### src/rtl/spi_reg_pkg.sv
// Shared types, constants and the SPI word packing helper for the register-access sequencer.
package spi_reg_pkg;

   localparam int SPI_WORD_W  = 32;
   localparam int SPI_RNW_BIT = 31;

   typedef enum logic [2:0] {
      ST_IDLE,
      ST_ISSUE,
      ST_WAIT_HI,
      ST_WAIT_LO,
      ST_RESP,
      ST_GAP
   } spi_seq_state_t;

   // Callers zero-extend addr/wdata to the word width, so unused bits stay 0.
   function automatic logic [SPI_WORD_W-1:0] spi_pack_word(
      input logic                  rnw,
      input logic [SPI_WORD_W-1:0] addr,
      input logic [SPI_WORD_W-1:0] wdata,
      input int                    data_w = 8
   );
      logic [SPI_WORD_W-1:0] word;
      word = addr << data_w;
      if (!rnw) begin
         word = word | wdata;
      end
      word[SPI_RNW_BIT] = rnw;
      return word;
   endfunction

endpackage

### src/rtl/spi_reg_seq_wdog.sv
// spi_busy watchdog for spi_reg_seq; only compiled when SPI_REG_SEQ_TIMEOUT_EN is defined.
`ifdef SPI_REG_SEQ_TIMEOUT_EN
module spi_reg_seq_wdog #(
   parameter int TIMEOUT_CYC = 4096
) (
   input  logic sys_clk,
   input  logic sys_rst,
   input  logic clr,
   input  logic run,
   output logic expired
);

   localparam int CNT_W = $clog2(TIMEOUT_CYC + 1);

   logic [CNT_W-1:0] cnt;

   // The clearing cycle itself counts, so the error response lands TIMEOUT_CYC cycles after ISSUE.
   always_ff @(posedge sys_clk or posedge sys_rst) begin
      if (sys_rst) begin
         cnt <= '0;
      end else if (clr) begin
         cnt <= CNT_W'(1);
      end else if (run && !expired) begin
         cnt <= cnt + CNT_W'(1);
      end
   end

   assign expired = run && (cnt >= CNT_W'(TIMEOUT_CYC - 1));

endmodule
`endif

### src/rtl/spi_reg_seq.sv
// Register read/write sequencer driving spi_master; one outstanding transaction at a time.
// Optional spi_busy watchdog enabled by defining SPI_REG_SEQ_TIMEOUT_EN.
module spi_reg_seq
   import spi_reg_pkg::*;
#(
   parameter int ADDR_W      = 16,
   parameter int DATA_W      = 8,
   parameter int CS_GAP_CYC  = 8,
   parameter int TIMEOUT_CYC = 4096
) (
   input  logic                  sys_clk,
   input  logic                  sys_rst,
   input  logic                  req_valid,
   output logic                  req_ready,
   input  logic                  req_rnw,
   input  logic [ADDR_W-1:0]     req_addr,
   input  logic [DATA_W-1:0]     req_wdata,
   output logic                  rsp_valid,
   input  logic                  rsp_ready,
   output logic [DATA_W-1:0]     rsp_rdata,
   output logic                  rsp_err,
   output logic                  spi_wr_cmd,
   output logic                  spi_rd_cmd,
   output logic [SPI_WORD_W-1:0] spi_wr_data,
   input  logic                  spi_busy,
   input  logic [DATA_W-1:0]     spi_rd_data,
   output logic                  seq_busy
);

   localparam int GAP_CNT_W = (CS_GAP_CYC > 1) ? $clog2(CS_GAP_CYC) : 1;
   localparam logic [GAP_CNT_W-1:0] GAP_LAST = GAP_CNT_W'((CS_GAP_CYC > 0) ? CS_GAP_CYC - 1 : 0);

   spi_seq_state_t       state;
   logic                 idle_rdy;
   logic [GAP_CNT_W-1:0] gap_cnt;
   logic                 expired;

`ifdef SPI_REG_SEQ_TIMEOUT_EN
   logic wdog_clr;
   logic wdog_run;

   assign wdog_clr = (state == ST_ISSUE);
   assign wdog_run = (state == ST_WAIT_HI) || (state == ST_WAIT_LO);

   spi_reg_seq_wdog #(
      .TIMEOUT_CYC(TIMEOUT_CYC)
   ) u_wdog (
      .sys_clk (sys_clk),
      .sys_rst (sys_rst),
      .clr     (wdog_clr),
      .run     (wdog_run),
      .expired (expired)
   );
`else
   assign expired = 1'b0;

   // TIMEOUT_CYC only matters with the watchdog; this empty block keeps it referenced.
   if (TIMEOUT_CYC < 2) begin : g_timeout_unused
   end
`endif

   // idle_rdy is registered so ready stays low during reset and rises one edge after release.
   assign req_ready = idle_rdy && !spi_busy;

   always_ff @(posedge sys_clk or posedge sys_rst) begin
      if (sys_rst) begin
         state       <= ST_IDLE;
         idle_rdy    <= 1'b0;
         seq_busy    <= 1'b0;
         rsp_valid   <= 1'b0;
         rsp_rdata   <= '0;
         rsp_err     <= 1'b0;
         spi_wr_cmd  <= 1'b0;
         spi_rd_cmd  <= 1'b0;
         spi_wr_data <= '0;
         gap_cnt     <= '0;
      end else begin
         spi_wr_cmd <= 1'b0;
         spi_rd_cmd <= 1'b0;
         case (state)
            ST_IDLE: begin
               idle_rdy <= 1'b1;
               if (req_valid && req_ready) begin
                  state       <= ST_ISSUE;
                  idle_rdy    <= 1'b0;
                  seq_busy    <= 1'b1;
                  spi_wr_data <= spi_pack_word(req_rnw, SPI_WORD_W'(req_addr),
                                               SPI_WORD_W'(req_wdata), DATA_W);
                  spi_wr_cmd  <= !req_rnw;
                  spi_rd_cmd  <= req_rnw;
               end
            end
            ST_ISSUE: begin
               state <= ST_WAIT_HI;
            end
            ST_WAIT_HI: begin
               if (expired) begin
                  state     <= ST_RESP;
                  rsp_valid <= 1'b1;
                  rsp_err   <= 1'b1;
                  rsp_rdata <= '0;
               end else if (spi_busy) begin
                  state <= ST_WAIT_LO;
               end
            end
            ST_WAIT_LO: begin
               // A frame that completes on the expiry cycle is still reported as good.
               if (!spi_busy) begin
                  state     <= ST_RESP;
                  rsp_valid <= 1'b1;
                  rsp_err   <= 1'b0;
                  rsp_rdata <= spi_wr_data[SPI_RNW_BIT] ? spi_rd_data : '0;
               end else if (expired) begin
                  state     <= ST_RESP;
                  rsp_valid <= 1'b1;
                  rsp_err   <= 1'b1;
                  rsp_rdata <= '0;
               end
            end
            ST_RESP: begin
               if (rsp_ready) begin
                  rsp_valid <= 1'b0;
                  gap_cnt   <= '0;
                  if (CS_GAP_CYC == 0) begin
                     state    <= ST_IDLE;
                     seq_busy <= 1'b0;
                     idle_rdy <= 1'b1;
                  end else begin
                     state <= ST_GAP;
                  end
               end
            end
            ST_GAP: begin
               if (gap_cnt == GAP_LAST) begin
                  state    <= ST_IDLE;
                  seq_busy <= 1'b0;
                  idle_rdy <= 1'b1;
               end else begin
                  gap_cnt <= gap_cnt + GAP_CNT_W'(1);
               end
            end
            default: begin
               state    <= ST_IDLE;
               seq_busy <= 1'b0;
               idle_rdy <= 1'b0;
            end
         endcase
      end
   end

endmodule

### config.mk
export PLATFORM = sky130hd
export DESIGN_NAME = spi_reg_seq
export DESIGN_NICKNAME = d
export VERILOG_FILES = /design/src/rtl/spi_reg_pkg.sv /design/src/rtl/spi_reg_seq_wdog.sv /design/src/rtl/spi_reg_seq.sv
export SDC_FILE = /design/constraint.sdc
export NUM_CORES = 1
export LEC_CHECK = 0
export ABC_AREA = 1
export CAP_MARGIN = 20
export CORE_UTILIZATION = 30
export DETAILED_ROUTE_END_ITERATION = 7
export PLACE_DENSITY = 0.57
export SYNTH_ARGS = -nofsm -noshare
export SYNTH_HDL_FRONTEND = slang
export SYNTH_SLANG_ARGS = --single-unit
### constraint.sdc
create_clock -name sys_clk -period 2.82 [get_ports sys_clk]
set_input_delay 0.423 -clock sys_clk [delete_from_list [all_inputs] [get_ports sys_clk]]
set_output_delay 0.423 -clock sys_clk [all_outputs]
set_load 0.03 [all_outputs]
==> summary.txt, run 1 <==
Status: finished clean
Resized cells post-CTS: 0
Worst-path clk slew: 0.09 ns
Total setup buffers inserted after CTS: 0
Clk sinks: 44
Register area: 1100 µm²
Most frequent cells in the layout: 104 x nand2_1, 75 x clkdlybuf4s50_1, 44 x dfrtp_1
Row count: 29
Unrepaired setup endpoints after global routing: no
Die Y: 83.0 µm
First-pass GRT wire length: 7.82 mm
Fin crit period: 2.17 ns
# diodes: 0
TritonCTS clock tree: done
Starting Density: 31.0%
CP Class: in2out
1st-iter DRT viols: 78
Fmax: 461 MHz
Worst ir drop on vdd: 0.000444 V
Final max-slew violation count: 0
Global route overflow: 0
Design area: 2880 µm²
Yosys warning total: 0
Yosys cell types: 24
Max-cap viol count: 0
Final number of hold-violating endpoints: 0
Vias per std cell: 4.40
# IOs: 84
Area of the multi-input gates: 736 µm²
Crit path launch type: input pin
Sequential share of the synthesized area: 55.9%
CP endpoint kind: primary output
Hold buffers post-CTS: 0
Initial antenna violation count: 0
Area Overhead vs Synth: 46.1%
H-tree Lvls: 2
Overall routing resource usage: 14.0%
Worst-Skew Late Latency: 0.29 ns
Commonest non-fill, non-tap cell in the layout: nand2_1
Clock Tree Buf Depth: 2
Mapped Area: 1970 µm²
Share of cells above drive strength 1: 7.59%
RD Place Congestion: 0.741
Setup Skew: 0.00350 ns
Initial DRT Pass Iterations: 4
Vias in the first global route: 1,649
CTS root buf: clkbuf_8
P per Cell Area: 1070 nW/µm²
Total Nets Final: 342
Via count: 1,673
Filler cells: 637
Final ANT Viol Nets: 0
I/O Buffers: 75
DR WL/cell: 11.6 µm
Leak Pwr: 1.42 nW
Final period utilization: 76.9%
Largest net degree at the start of global routing: 45
Post-place instance area: 2730 µm²
Post-DP HPWL: 2.95 mm
Hold WC Path Type: in2async
Core box area: 6350 µm²
Routed WL: 4.39 mm
Synth Instances: 228
Setup_tns: 0 ns
Total CTS buffers: 5
Die Area: 6890 µm²
Yosys reg bits: 44
Setup Viol. Count Final: 0
Post-synthesis average cell area: 8.64 µm²
DRC Markers: 0
Crit Path Max Fanout: 2
Die width: 83.0 µm
CP required: 2.40 ns
CP arrival: 1.75 ns
Overall power: 0.00307 W
-- power by group --
| part | internal, W | leakage (nW) | switching (W) | total, W |
|---|---|---|---|---|
| Combinational | 0.000598 | 0.782 | 0.000865 | 0.00146 |
| Clock | 0.000313 | 0.0645 | 0.000219 | 0.000532 |
| Sequential | 0.000877 | 0.573 | 0.000203 | 0.00108 |
-- Yosys cell counts (all sizes together) --
library cell  instances  area share (%)
dfrtp                44              56
a21oi                 2            0.51
buf                  15             5.7
clkbuf                2            0.38
nand3b                1            0.38
ha                    2             1.3
nand3                14             4.2
nor2                 13             4.3
clkinv                1            0.25
nand4                 1            0.32
nand2               106              20
conb                  1            0.19
inv                   9             1.7
o21ai                16             4.1
or2                   1            0.32
-- registers in the layout, indices dropped and copies added, names as in the netlist --
name / count
state: 3
rsp_valid: 1
seq_busy: 1
gap_cnt: 3
spi_wr_cmd: 1
spi_wr_data: 25
rsp_rdata: 8
spi_rd_cmd: 1
idle_rdy: 1
-- final cells by class --
type / instances / area share, %
clock buffer: 7 / 3.35
clock inverter: 1 / 1.04
inverter: 10 / 1.35
multi-input combinational: 164 / 25.6
sequential: 44 / 38.3
tap: 77 / 3.35
timing repair buffer: 77 / 27.1
-- cell families after synthesis --
kind of cell	share of synthesized area, %
other cells	0.190
flops	55.9
simple gates	30.0
buf+inv	8.07
compound gates	4.57
fa+ha+maj	1.27
-- per-layer routing --
layer | track usage, % | part of all wire (%) | vias up
met3 | 4.17 | 6.2 | 6
li1 | - | - | 841
met1 | 19.0 | 47 | 768
met4 | 4.86 | 1.6 | 0
met5 | 0 | 0 | -
met2 | 21.5 | 45 | 58
-- worst paths after layout --
check / startpoint / endpoint / slack [ns] / cells past startpoint
max: spi_busy / req_ready / 0.65 / 5
min: sys_rst / seq_busy / 0.37 / 2
max reg2reg: state[1] / spi_wr_data[31] / 1.17 / 5
min reg2reg: spi_wr_data[15] / spi_wr_data[15] / 0.48 / 2
max in group asynchronous: sys_rst / rsp_rdata[5] / 1.98 / 3
min in group sys_clk: spi_wr_data[15] / spi_wr_data[15] / 0.48 / 2
-- per-stage QoR --
stage | util (%) | worst slack [ns] | std cells | hold WS [ns]
global placement | 43.0 | 0.631 | 371 | 0.464
detailed placement | 43.0 | 0.652 | 371 | 0.465
finish | 45.3 | 0.651 | 380 | 0.373
CTS | 45.0 | 0.643 | 379 | 0.487
floorplan | - | 1.37 | 235 | 0.463
global route | 45.3 | 0.606 | 380 | 0.387
-- worst max-delay path, cell delays in order --
cell and delay [ns]:
clkdlybuf4s50_1 0.45, inv_2 0.08, nand2_1 0.08, inv_1 0.06, clkdlybuf4s50_1 0.66
(Power assumes the default switching activity.)
==> run 2, diff against run 1 <==
Settings changed: PLACE_DENSITY 0.57 to 0.59.
Clock period 2.82 ns to 1.9 ns, I/O delays scaled along.
==> run 2 against run 1 <==
Compared with the run above: clock power rose by 4.1%; worst setup slack got worse by 0.39 ns; first-iteration DRC count fell by 5.1%; cell count rose by 1.1%; combinational power rose by 55%; utilization fell by 0.22 points; global-route usage fell by 0.37 points; sequential share of layout area rose by 0.18 points; die area did not move; largest power group unchanged.
==> summary.txt, run 2 (same netlist as run 1, synthesis figures left out) <==
Status: finished clean
Post-place instance area: 2790 µm² (+2.0%)
Biggest regs: spi_wr_data x25, rsp_rdata x8
Hold WC Path Type: in2async
CP arrival: 1.35 ns (-0.40 ns)
Setup Viol. Count Final: 0 (unchanged)
TritonCTS clock tree: done
Delay-heaviest family, CP: buffers and inverters
Die width: 83.0 µm (unchanged)
Initial antenna violation count: 0 (unchanged)
Die Area: 6890 µm² (unchanged)
Total Nets Final: 347 (+1.5%)
Row count: 29 (unchanged)
CP required: 1.62 ns (-0.78 ns)
Vias in the first global route: 1,613 (-2.2%)
Total setup buffers inserted after CTS: 0 (unchanged)
Overall power: 0.00438 W (+42%)
DRC Markers: 0 (unchanged)
CP Class: reg2out
First-pass GRT wire length: 7.60 mm (-2.7%)
Crit Path Max Fanout: 2 (unchanged)
Initial DRT Pass Iterations: 4 (unchanged)
Leak Pwr: 1.42 nW (about the same)
Core box area: 6350 µm² (unchanged)
Share of cells above drive strength 1: 8.79% (+1.2 points)
Setup_tns: 0 ns (unchanged)
R2R Setup Slk: 0.47 ns (-0.70 ns)
Crit path launch: spi_wr_data[9]
1st-iter DRT viols: 74 (-5.1%)
Hold buffers post-CTS: 0 (unchanged)
Overall routing resource usage: 13.7% (-0.37 points)
Worst-Skew Late Latency: 0.29 ns (about the same)
CP endpoint kind: primary output
Design area: 2860 µm² (-0.48%)
Worst r2r path cells: 7 (+2)
Global route overflow: 0 (unchanged)
Crit path launch type: register
Final ANT Viol Nets: 0 (unchanged)
H-tree Lvls: 2 (unchanged)
Max-cap viol count: 0 (unchanged)
I/O Buffers: 75 (unchanged)
Routed WL: 4.49 mm (+2.2%)
Slowest cell on crit path: clkdlybuf4s50_1
Starting Density: 31.0% (unchanged)
# diodes: 0 (unchanged)
Area Overhead vs Synth: 45.4%
Worst path depth: 1 (-4)
Total CTS buffers: 5 (unchanged)
Max FFs per register: 25 (unchanged)
CTS root buf: clkbuf_8
Reg2reg start: state[0]
DR WL/cell: 11.7 µm (+1.1%)
Clk sinks: 44 (unchanged)
Vias per std cell: 4.38 (-0.51%)
Final max-slew violation count: 0 (unchanged)
Worst ir drop on vdd: 0.000646 V (+45%)
RD Place Congestion: 0.748 (+0.93%)
Unrepaired setup endpoints after global routing: no
Post-DP HPWL: 3.21 mm (+8.7%)
Most frequent cells in the layout: 104 x nand2_1, 74 x clkdlybuf4s50_1, 44 x dfrtp_1
Die Y: 83.0 µm (unchanged)
Fin crit period: 1.64 ns
# IOs: 84 (unchanged)
Via count: 1,682 (+0.54%)
Final number of hold-violating endpoints: 0 (unchanged)
Commonest non-fill, non-tap cell in the layout: nand2_1
Most flop-heavy register: spi_wr_data
Max stage delay on crit path: 0.70 ns (+0.04 ns)
Largest net degree at the start of global routing: 45 (unchanged)
P per Cell Area: 1530 nW/µm² (+43%)
Buffers and inverters on the worst path: 1 (-3)
Setup Skew: 0.00409 ns (+0.000584 ns)
Resized cells post-CTS: 0 (unchanged)
Worst-path clk slew: 0.08 ns (about the same)
Clock Tree Buf Depth: 2 (unchanged)
Final period utilization: 86.1%
Fmax: 612 MHz
Critical path cell sequence: clkdlybuf4s50_1
Post-layout util: 45.1% (-0.22 points)
## run 2: cell types whose count changed in the layout (fill, tap and decap cells not counted)
cell,previous run,this run
buf_4,1,7
clkbuf_1,0,1
bufinv_16,1,0
clkdlybuf4s50_1,75,74
clkbuf_8,7,5
clkinv_2,1,2
## run 2: layer usage
layer	part of all wire, %	track usage, %	vias up
met4	1.0	4.23	0
met1	44	16.7	772
met3	8.3	5.37	5
met2	46	22.3	54
met5	0	0	-
li1	-	-	851
## run 2: worst min-delay path: stages
cell and delay (ns):
clkdlybuf4s50_1 0.42, inv_2 0.07, buf_12 0.24
## run 2: final cells by class
class	instances	area, µm²
Timing Repair Buffer	82	813
Multi-Input combinational cell	164	736
Clock buffer	6	72.6
Inverter	10	38.8
Tap cell	77	96.3
Fill cell	619	3490
Clock inverter	1	5.00
Sequential cell	44	1100
## run 2: power breakdown
part,total [W],internal [W],switching (W)
logic,0.00227,0.000926,0.00134
clock network,0.000554,0.000250,0.000304
registers,0.00156,0.00130,0.000258
## run 2: metrics by stage
step | instances | setup slack (ns) | hold WS [ns]
2_1_floorplan | 235 | 0.584 | 0.373
3_3_place_gp | 377 | 0.282 | 0.464
3_5_place_dp | 377 | 0.262 | 0.464
4_1_cts | 384 | 0.253 | 0.361
5_1_grt | 384 | 0.225 | 0.378
6_report | 384 | 0.265 | 0.345
## run 2: final timing paths
kind,to
setup / recovery,spi_wr_data[9]
hold / removal,rsp_rdata[2]
setup reg to reg,gap_cnt[1]
hold reg to reg,spi_wr_data[21]
max in group asynchronous,spi_wr_data[2]
min in group sys_clk,spi_wr_data[21]
==> run 3, diff against run 2 <==
Settings changed: DONT_BUFFER_PORTS set to 1, PLACE_DENSITY 0.59 to 0.42, SLEW_MARGIN set to 20.
==> run 3 against run 2 <==
Compared with the run above: critical path depth is 4 higher; utilization is 12 points lower; cell count is 20% lower; global-route usage is 0.59 points lower; non-clock buffer count is 77 lower; final area is 27% lower; routed wire length is 6.1% lower; first-iteration DRC count is 42% lower; fmax is 12% higher; critical path type is now reg2reg; clock-buffer cell count stayed put; sequential share of layout area is 14 points higher; highest routed layer unchanged; worst setup slack better by 0.18 ns.
==> summary.txt, run 3 (same netlist as run 1, synthesis figures left out) <==
# IOs: 84 (unchanged)
Final std cells w/o fill: 308 (-20%)
Unrepaired setup endpoints after global routing: no
Hold Crit Depth: 1
Initial DRT Pass Iterations: 4 (unchanged)
# diodes: 0 (unchanged)
Clk sinks: 44 (unchanged)
1st-iter DRT viols: 43 (-42%)
Switch share: 49.8% (+6.4 points)
Via count: 1,383 (-18%)
P per Cell Area: 1760 nW/µm² (+15%)
Biggest regs: spi_wr_data x25, rsp_rdata x8
Post-layout util: 33.1% (-12 points)
CP required: 2.08 ns (+0.46 ns)
Leak Pwr: 1.12 nW (-21%)
Setup ws final: 0.444 ns (+0.179 ns)
Max-slew headroom: 59.4%
CP arrival: 1.64 ns (+0.29 ns)
Final period utilization: 76.7% (-9.4 points)
Crit path launch type: register
Filler cells: 657 (+6.1%)
Reg2reg start: state[1]
Largest net degree at the start of global routing: 27 (-40%)
Overall routing resource usage: 13.1% (-0.59 points)
Initial antenna violation count: 0 (unchanged)
Most flop-heavy register: spi_wr_data
Crit path launch: state[1]
Max-cap viol count: 0 (unchanged)
Fmax: 687 MHz (+12%)
Share of cells above drive strength 1: 10.4% (+1.6 points)
Resized cells post-CTS: 0 (unchanged)
CTS root buf: clkbuf_8
Setup_tns: 0 ns (unchanged)
Setup Skew: 0.00398 ns (-0.000112 ns)
Clock share of power: 16.1% (+3.5 points)
Final ANT Viol Nets: 0 (unchanged)
CP Class: reg2reg
TritonCTS clock tree: done
Switching power: 0.00184 W (-3.3%)
Share of power burned in registers: 62.3% (+27 points)
Crit Path Max Fanout: 17 (+15)
Worst-Skew Late Latency: 0.29 ns (about the same)
Hold WC Path Type: in2reg
Setup Viol. Count Final: 0 (unchanged)
Area Overhead vs Synth: 6.67%
I/O Buffers: 0 (-100%)
Most frequent cells in the layout: 104 x nand2_1, 44 x dfrtp_1, 13 x nand3_1, 13 x o21ai_0
CP endpoint kind: register
Status: finished clean
Internal power: 0.00185 W (-25%)
Die Y: 83.0 µm (unchanged)
Worst-path clk slew: 0.09 ns (about the same)
Final number of hold-violating endpoints: 0 (unchanged)
Commonest non-fill, non-tap cell in the layout: nand2_1
DRC Markers: 0 (unchanged)
Vias per std cell: 4.49 (+2.5%)
Fin crit period: 1.46 ns (-0.179 ns)
Total CTS buffers: 5 (unchanged)
Worst r2r path cells: 5 (-2)
DR WL/cell: 13.7 µm (+17%)
H-tree Lvls: 2 (unchanged)
Global route overflow: 0 (unchanged)
Total Nets Final: 270 (-22%)
Core box area: 6350 µm² (unchanged)
Routed WL: 4.22 mm (-6.1%)
Die Area: 6890 µm² (unchanged)
Post-DP HPWL: 3.08 mm (-3.9%)
First-pass GRT wire length: 7.17 mm (-5.7%)
Max FFs per register: 25 (unchanged)
Row count: 29 (unchanged)
Placed insts: 299 (-21%)
Hold path startpoint: req_rnw
Tightest Pin Transition: 0.609 ns
Worst ir drop on vdd: 0.000538 V (-17%)
Die width: 83.0 µm (unchanged)
Vias in the first global route: 1,482 (-8.1%)
Final max-slew violation count: 0 (unchanged)
RD Place Congestion: 0.783 (+4.6%)
Comb power frac: 21.7% (-30 points)
Clock Tree Buf Depth: 2 (unchanged)
Place WS: 0.448 ns (+0.186 ns)
Starting Density: 31.0% (unchanged)
-- run 3: cell types whose count changed in the layout (fill, tap and decap cells not counted), sizes merged --
cell,change
dlygate4sd3,+1
clkinvlp,+1
clkdlybuf4s50,-74
buf,-4
-- run 3: power groups by stage --
stage,clock [W],combinational (W),sequential (W)
3_3_place_gp,0,0.000808,0.00233
4_1_cts,0.000622,0.000817,0.00231
6_report,0.000594,0.000800,0.00230
3_5_place_dp,0,0.000815,0.00232
5_1_grt,0.000655,0.000947,0.00236
2_1_floorplan,0,0.000836,0.00213
-- run 3: final timing paths --
kind / to / slack, ns
min reg2reg: gap_cnt[2] / 0.51
max: spi_wr_data[31] / 0.44
max in group asynchronous: rsp_rdata[5] / 0.83
min in group asynchronous: spi_wr_data[9] / 0.49
max reg2reg: spi_wr_data[31] / 0.44
min: spi_wr_cmd / 0.08
-- run 3: critical path, stage by stage (launching register included) --
cell and delay [ns]:
dfrtp_1 0.62, nor2_8 0.06, nand3_4 0.20, clkinv_2 0.26, nor2_1 0.15, nor2_1 0.05
-- run 3: layout make-up --
class	count	area [µm²]	share of cell area, %
Tap cell	77	96.3	4.59
Multi-Input combinational cell	164	736	35.0
Inverter	10	38.8	1.85
Sequential cell	44	1100	52.4
Clock buffer	6	72.6	3.45
Clock inverter	2	16.3	0.774
Timing Repair Buffer	5	40.0	1.91
-- run 3: repair_timing --
action / in CTS / in global routing
hold endpoints to repair: 24 / 0
hold buffers: 1 / 0
setup buffers: 0 / 0
-- run 3: metrics by stage --
stage / hold WS [ns] / power, W / area [µm²]
finish: 0.0839 / 0.00369 / 2100
global route: 0.0649 / 0.00396 / 2100
CTS: 0.0731 / 0.00375 / 2100
detailed placement: 0.259 / 0.00314 / 2000
global placement: 0.251 / 0.00314 / 2000
floorplan: 0.373 / 0.00297 / 2000
-- run 3: metal layers --
layer,global-route usage [%],vias up,share of wire [%]
li1,-,695,-
met1,15.1,632,43
met2,22.1,50,48
met3,4.97,6,7.2
met4,4.70,0,1.4
met5,0,-,0
